File: src/rtl/alu_pkg.sv
// alu_pkg: shared ALU operation codes, issue FSM states and operand helpers
package alu_pkg;
    typedef enum logic [3:0] {
        OP_ADD     = 4'd0,
        OP_SUB     = 4'd1,
        OP_AND     = 4'd2,
        OP_OR      = 4'd3,
        OP_XOR     = 4'd4,
        OP_SLT     = 4'd5,
        OP_SLTU    = 4'd6,
        OP_SLL     = 4'd8,
        OP_SRL     = 4'd12,
        OP_SRA     = 4'd13,
        OP_ILLEGAL = 4'd15
    } alu_op_e;

    typedef enum logic [1:0] {S_IDLE, S_ISSUE, S_WAIT, S_RESP} issue_state_e;

    function automatic logic is_shift(alu_op_e op);
        return op inside {OP_SLL, OP_SRL, OP_SRA};
    endfunction
endpackage

File: src/rtl/alu_op_decode.sv
// alu_op_decode: combinational funct3/funct7 decode and second-operand formatting
module alu_op_decode
    import alu_pkg::*;
(
    input  logic [2:0]  funct3,
    input  logic        funct7_b5,
    input  logic        is_imm,
    input  logic [31:0] rs2_dat,
    input  logic [31:0] imm_dat,
    output alu_op_e     op,
    output logic [31:0] dat2
);
    logic [31:0] src;

    always_comb begin
        case (funct3)
            3'b000:  op = (funct7_b5 && !is_imm) ? OP_SUB : OP_ADD;
            3'b001:  op = funct7_b5 ? OP_ILLEGAL : OP_SLL;
            3'b010:  op = OP_SLT;
            3'b011:  op = OP_SLTU;
            3'b100:  op = OP_XOR;
            3'b101:  op = funct7_b5 ? OP_SRA : OP_SRL;
            3'b110:  op = OP_OR;
            default: op = OP_AND;
        endcase
    end

    assign src  = is_imm ? imm_dat : rs2_dat;
    // shift units only consume the 5-bit shift amount
    assign dat2 = is_shift(op) ? {27'b0, src[4:0]} : src;
endmodule

File: src/rtl/alu_issue_ctrl.sv
// alu_issue_ctrl: accepts one decoded ALU op, issues operands for one cycle,
// captures the unit result and holds it until writeback accepts it
module alu_issue_ctrl
    import alu_pkg::*;
(
    input  logic        soc_clk,
    input  logic        reset,
    input  logic        in_valid,
    output logic        in_ready,
    input  logic [2:0]  funct3,
    input  logic        funct7_b5,
    input  logic        is_imm,
    input  logic [31:0] rs1_dat,
    input  logic [31:0] rs2_dat,
    input  logic [31:0] imm_dat,
    output logic        dat_ready,
    output logic [31:0] ALU_dat1,
    output logic [31:0] ALU_dat2,
    output logic [2:0]  ALU_opcode,
    output logic [3:0]  decryptedOP,
    input  logic [31:0] unit_result,
    output logic        res_valid,
    input  logic        res_ready,
    output logic [31:0] res_data,
    output logic        res_illegal,
    output logic [15:0] op_count
);
    issue_state_e state;
    alu_op_e      dec_op;
    logic [31:0]  dec_dat2;

    alu_op_decode u_dec (
        .funct3    (funct3),
        .funct7_b5 (funct7_b5),
        .is_imm    (is_imm),
        .rs2_dat   (rs2_dat),
        .imm_dat   (imm_dat),
        .op        (dec_op),
        .dat2      (dec_dat2)
    );

    assign in_ready = state == S_IDLE;

    always_ff @(posedge soc_clk) begin
        if (reset) begin
            state       <= S_IDLE;
            dat_ready   <= 1'b0;
            ALU_dat1    <= '0;
            ALU_dat2    <= '0;
            ALU_opcode  <= '0;
            decryptedOP <= '0;
            res_valid   <= 1'b0;
            res_data    <= '0;
            res_illegal <= 1'b0;
            op_count    <= '0;
        end else begin
            case (state)
                S_IDLE: if (in_valid) begin
                    ALU_dat1    <= rs1_dat;
                    ALU_dat2    <= dec_dat2;
                    ALU_opcode  <= funct3;
                    decryptedOP <= dec_op;
                    // illegal ops skip the execution units and answer at once
                    if (dec_op == OP_ILLEGAL) begin
                        state       <= S_RESP;
                        res_valid   <= 1'b1;
                        res_data    <= '0;
                        res_illegal <= 1'b1;
                    end else begin
                        state       <= S_ISSUE;
                        dat_ready   <= 1'b1;
                        res_illegal <= 1'b0;
                    end
                end
                S_ISSUE: begin
                    dat_ready <= 1'b0;
                    op_count  <= op_count + 16'd1;
                    state     <= S_WAIT;
                end
                S_WAIT: begin
                    res_data  <= unit_result;
                    res_valid <= 1'b1;
                    state     <= S_RESP;
                end
                default: if (res_ready) begin
                    res_valid <= 1'b0;
                    state     <= S_IDLE;
                end
            endcase
        end
    end
endmodule

File: config.mk
export PLATFORM = sky130hd
export DESIGN_NAME = alu_issue_ctrl
export DESIGN_NICKNAME = d
export VERILOG_FILES = /design/src/rtl/alu_pkg.sv /design/src/rtl/alu_op_decode.sv /design/src/rtl/alu_issue_ctrl.sv
export SDC_FILE = /design/constraint.sdc
export NUM_CORES = 1
export LEC_CHECK = 0
export ABC_AREA = 1
export ABC_CLOCK_PERIOD_IN_PS = 2450
export CORE_MARGIN = 3
export CORE_UTILIZATION = 40
export CTS_BUF_LIST = sky130_fd_sc_hd__clkbuf_16
export DETAILED_ROUTE_END_ITERATION = 16
export PLACE_DENSITY = 0.76
export SKIP_CTS_REPAIR_TIMING = 1
export SLEW_MARGIN = 20
export SYNTH_ARGS = -nofsm -noshare
export SYNTH_HDL_FRONTEND = slang
export SYNTH_SLANG_ARGS = --single-unit
File: constraint.sdc
create_clock -name soc_clk -period 2.45 [get_ports soc_clk]
set_input_delay 0.3675 -clock soc_clk [delete_from_list [all_inputs] [get_ports soc_clk]]
set_output_delay 0.3675 -clock soc_clk [all_outputs]
set_load 0.005 [all_outputs]
==> impl_metrics.ini <==
[detailed_routing]
drt-initial-drc-count = 399
final_routed_drc_violation_total = 0
drtAntennaViolNets = 0
detail_route.vias_per_cell = 5.09
drt_pass1_iterations = 5
route.detailed.wl_per_inst_um = 15.8
wirelength_mm = 17.2
via_count = 5548

[timing]
finalSetupViolCount = 0
setup_tns_ps = 0
min_period_over_period = 0.838
worstMarginPinSlew_ps = 826
timing.slew.headroom = 0.449
worst_clock_skew_ps = 12.0
grt_setup_unrepaired = false
hold_ws_ps = 463
timing_hold_violations_final = 0
fmaxAchievable_ghz = 0.487
layout_min_cycle_time_ps = 2050
slew_violations = 0
finalWorstSetupSlack_ps = 397

[clock_network]
clock_tree.buffer_depth = 2
clockRootBuffer = sky130_fd_sc_hd__clkbuf_16
clkSinkCount = 124
cts.htree.levels = 4
clk_pin_slew_ps = 60
cts-buffers-inserted = 17
insertion_delay_ps = 400
cts_tree = yes

[synthesis]
synth_cell_type_count = 26
synth_seq_area_share = 0.484
yosys.area_share.xor_xnor = 0
netlist_instances = 667
avgSynthCellArea_um2 = 7.70
syn-cell-area_um2 = 5130
syn-num-nets = 809
synth.largest_area_cell = sky130_fd_sc_hd__dfxtp_1
post-synth-top-area-fraction = 0.484
post_synthesis_register_bit_count = 124
compound_cell_area_share_of_the_yosys_netlist = 0.243
adder_cell_area_share_of_the_yosys_netlist = 0.0122
synth_simple_gate_area_share = 0.189
post_synth_mux_area_share = 0
yosysWarningCount = 0
synth.area.top_cells = sky130_fd_sc_hd__dfxtp_1, sky130_fd_sc_hd__o21ai_0, sky130_fd_sc_hd__nor2_1, sky130_fd_sc_hd__a21oi_1, sky130_fd_sc_hd__o211ai_1
synth_top_family_by_area = compound AO/OA/AOI/OAI gates

[placed_design]
placedCellCount = 1057
gpl.final_weighted_congestion = 0.873
place.detailed.hpwl_mm = 12.3
port_buffers = 259
postPlaceCellArea_um2 = 7830
post-place-ws_ps = 331

[floorplanning]
core_area_um2 = 12300
chipWidth_um = 119
placement_rows = 40
fp.dieH_um = 119
effective_utilization_at_floorplan = 0.419
dieArea_um2 = 14200
io_pins = 260

[final_layout]
finalNonFillerCells = 1089
final_nets = 1050
area.growth.synth_to_final_pct = 64.3
layout.core_utilization = 0.688
post_route_cells_drive_above_1_share = 0.0803
mostFrequentLayoutCell = sky130_fd_sc_hd__clkdlybuf4s50_1
fin_area_um2 = 8430
layout.cells.most_common_list = sky130_fd_sc_hd__clkdlybuf4s50_1, sky130_fd_sc_hd__dfxtp_1, sky130_fd_sc_hd__nor2_1, sky130_fd_sc_hd__o21ai_0, sky130_fd_sc_hd__a21oi_1
fillCellCount = 996
num_antenna_cells = 0

[worst_setup_path]
critical_path.cell_chain = inv_1 > ha_1 > inv_1 > nor3_1 > nand3b_1 > nor2_1 > nand2_1 > nand2_1 > nor2_1
slowest_delay_ps = 400
r2r_setup_slack_ps = 400
cp_max_fo = 9
timing_worst_setup_path_type = register to register
timing.rr.end = op_count[14]
endpoint_kind = register
critPathTopFamily = simple AND/OR/NAND/NOR gates
regToRegStartpoint = state[1]
r2r_cells = 9
critical-path-slowest-cell = sky130_fd_sc_hd__nor3_1
cp_data_arrival_time_ps = 2350
worst-endpoint-required_ps = 2750
timing.critical_path.from_type = register
critical_path.n_buffers_inverters = 2

[min_path]
hold-path-cell-count = 2
holdPathEnd = res_valid
hp-start = res_valid
hold_path.class = register to register

[run]
max_cap_viols = 0

[power]
post-layout-total-power_mw = 8.04
worst_ir_drop_vdd_uv = 577
power_per_cell_area_nw_per_um2 = 953
static-leakage-power_nw = 3.30

[global_route]
antenna_violations_before_repair = 0
grt_overflow = 0
first_global_vias = 5529
grt_usage = 0.236
grt_start_max_net_pins = 76
global_route_wire_length_before_repair_mm = 27.6

[status]
run_status = finished, final reports clean
report_power, final:
part | switching [mW] | internal (mW) | total [mW]
clock | 0.887 | 1.68 | 2.57
sequential | 0.282 | 2.52 | 2.80
combinational | 1.24 | 1.43 | 2.67
total | 2.41 | 5.63 | 8.04
routing by layer:
layer	vias up	share of wire	global-route usage	wire length (um)
met2	204	0.51	0.405	8820
met3	39	0.067	0.0769	1160
met5	-	0	0	0
met4	0	0.031	0.0902	531
met1	2583	0.39	0.273	6690
li1	2722	-	-	-
cell type report:
type	instances	area (um2)	area share
repair buffers	270	2710	0.322
flip-flops and latches	124	2480	0.294
multi-input cells	456	2280	0.270
clock buffers	17	425	0.0504
well taps	168	210	0.0249
clock inverters	15	181	0.0215
inverters	39	146	0.0174
logic make-up (layout without fill, tap and decap cells):
kind of cell / Yosys count / in the layout
DFF: 124 / 124
AOI/OAI and AO/OA: 228 / 228
adders and majority gates: 5 / 5
and+or+nand+nor: 223 / 223
buffers and inverters: 87 / 341
worst reg2reg max path, cell delays in order, from the launching register on:
cell and delay, ps:
sky130_fd_sc_hd__dfxtp_1 330, sky130_fd_sc_hd__inv_1 90, sky130_fd_sc_hd__ha_1 370, sky130_fd_sc_hd__inv_1 200
sky130_fd_sc_hd__nor3_1 400, sky130_fd_sc_hd__nand3b_1 230, sky130_fd_sc_hd__nor2_1 170, sky130_fd_sc_hd__nand2_1 70
sky130_fd_sc_hd__nand2_1 60, sky130_fd_sc_hd__nor2_1 40
synthesized netlist by cell type:
master / n
sky130_fd_sc_hd__buf_6: 3
sky130_fd_sc_hd__o21bai_1: 1
sky130_fd_sc_hd__buf_2: 15
sky130_fd_sc_hd__o21ai_0: 109
sky130_fd_sc_hd__nand4_1: 6
sky130_fd_sc_hd__a21oi_1: 78
sky130_fd_sc_hd__a211oi_1: 1
sky130_fd_sc_hd__inv_2: 3
sky130_fd_sc_hd__nand2_2: 1
sky130_fd_sc_hd__o21a_1: 1
sky130_fd_sc_hd__buf_4: 2
sky130_fd_sc_hd__nor2_4: 1
sky130_fd_sc_hd__o211ai_1: 34
sky130_fd_sc_hd__dfxtp_1: 124
sky130_fd_sc_hd__nand2_1: 48
sky130_fd_sc_hd__a31oi_1: 3
sky130_fd_sc_hd__nor3_1: 4
sky130_fd_sc_hd__clkbuf_1: 28
sky130_fd_sc_hd__nand3b_1: 1
sky130_fd_sc_hd__inv_1: 36
sky130_fd_sc_hd__or2_2: 27
sky130_fd_sc_hd__nand3_1: 13
sky130_fd_sc_hd__nand3_4: 1
sky130_fd_sc_hd__o22ai_2: 1
sky130_fd_sc_hd__nor2_1: 121
sky130_fd_sc_hd__ha_1: 5
worst max path at each step:
stage	startpoint	to	slack (ps)	depth (start not counted)
3_5_place_dp	funct3[1]	res_data[27]	330	7
2_1_floorplan	state[0]	res_data[10]	880	9
5_1_grt	state[1]	op_count[14]	220	9
3_3_place_gp	funct3[1]	res_data[30]	410	7
4_1_cts	state[0]	in_ready	360	3
6_report	state[1]	op_count[14]	400	9
registers in the layout, indices dropped and copies added, names as in the netlist:
signal and flops:
ALU_dat1 32, ALU_dat2 32, res_data 32, op_count 16, decryptedOP 4, ALU_opcode 3
state 2, dat_ready 1, res_illegal 1, res_valid 1
Note: power is estimated with default switching activity, not from simulation.
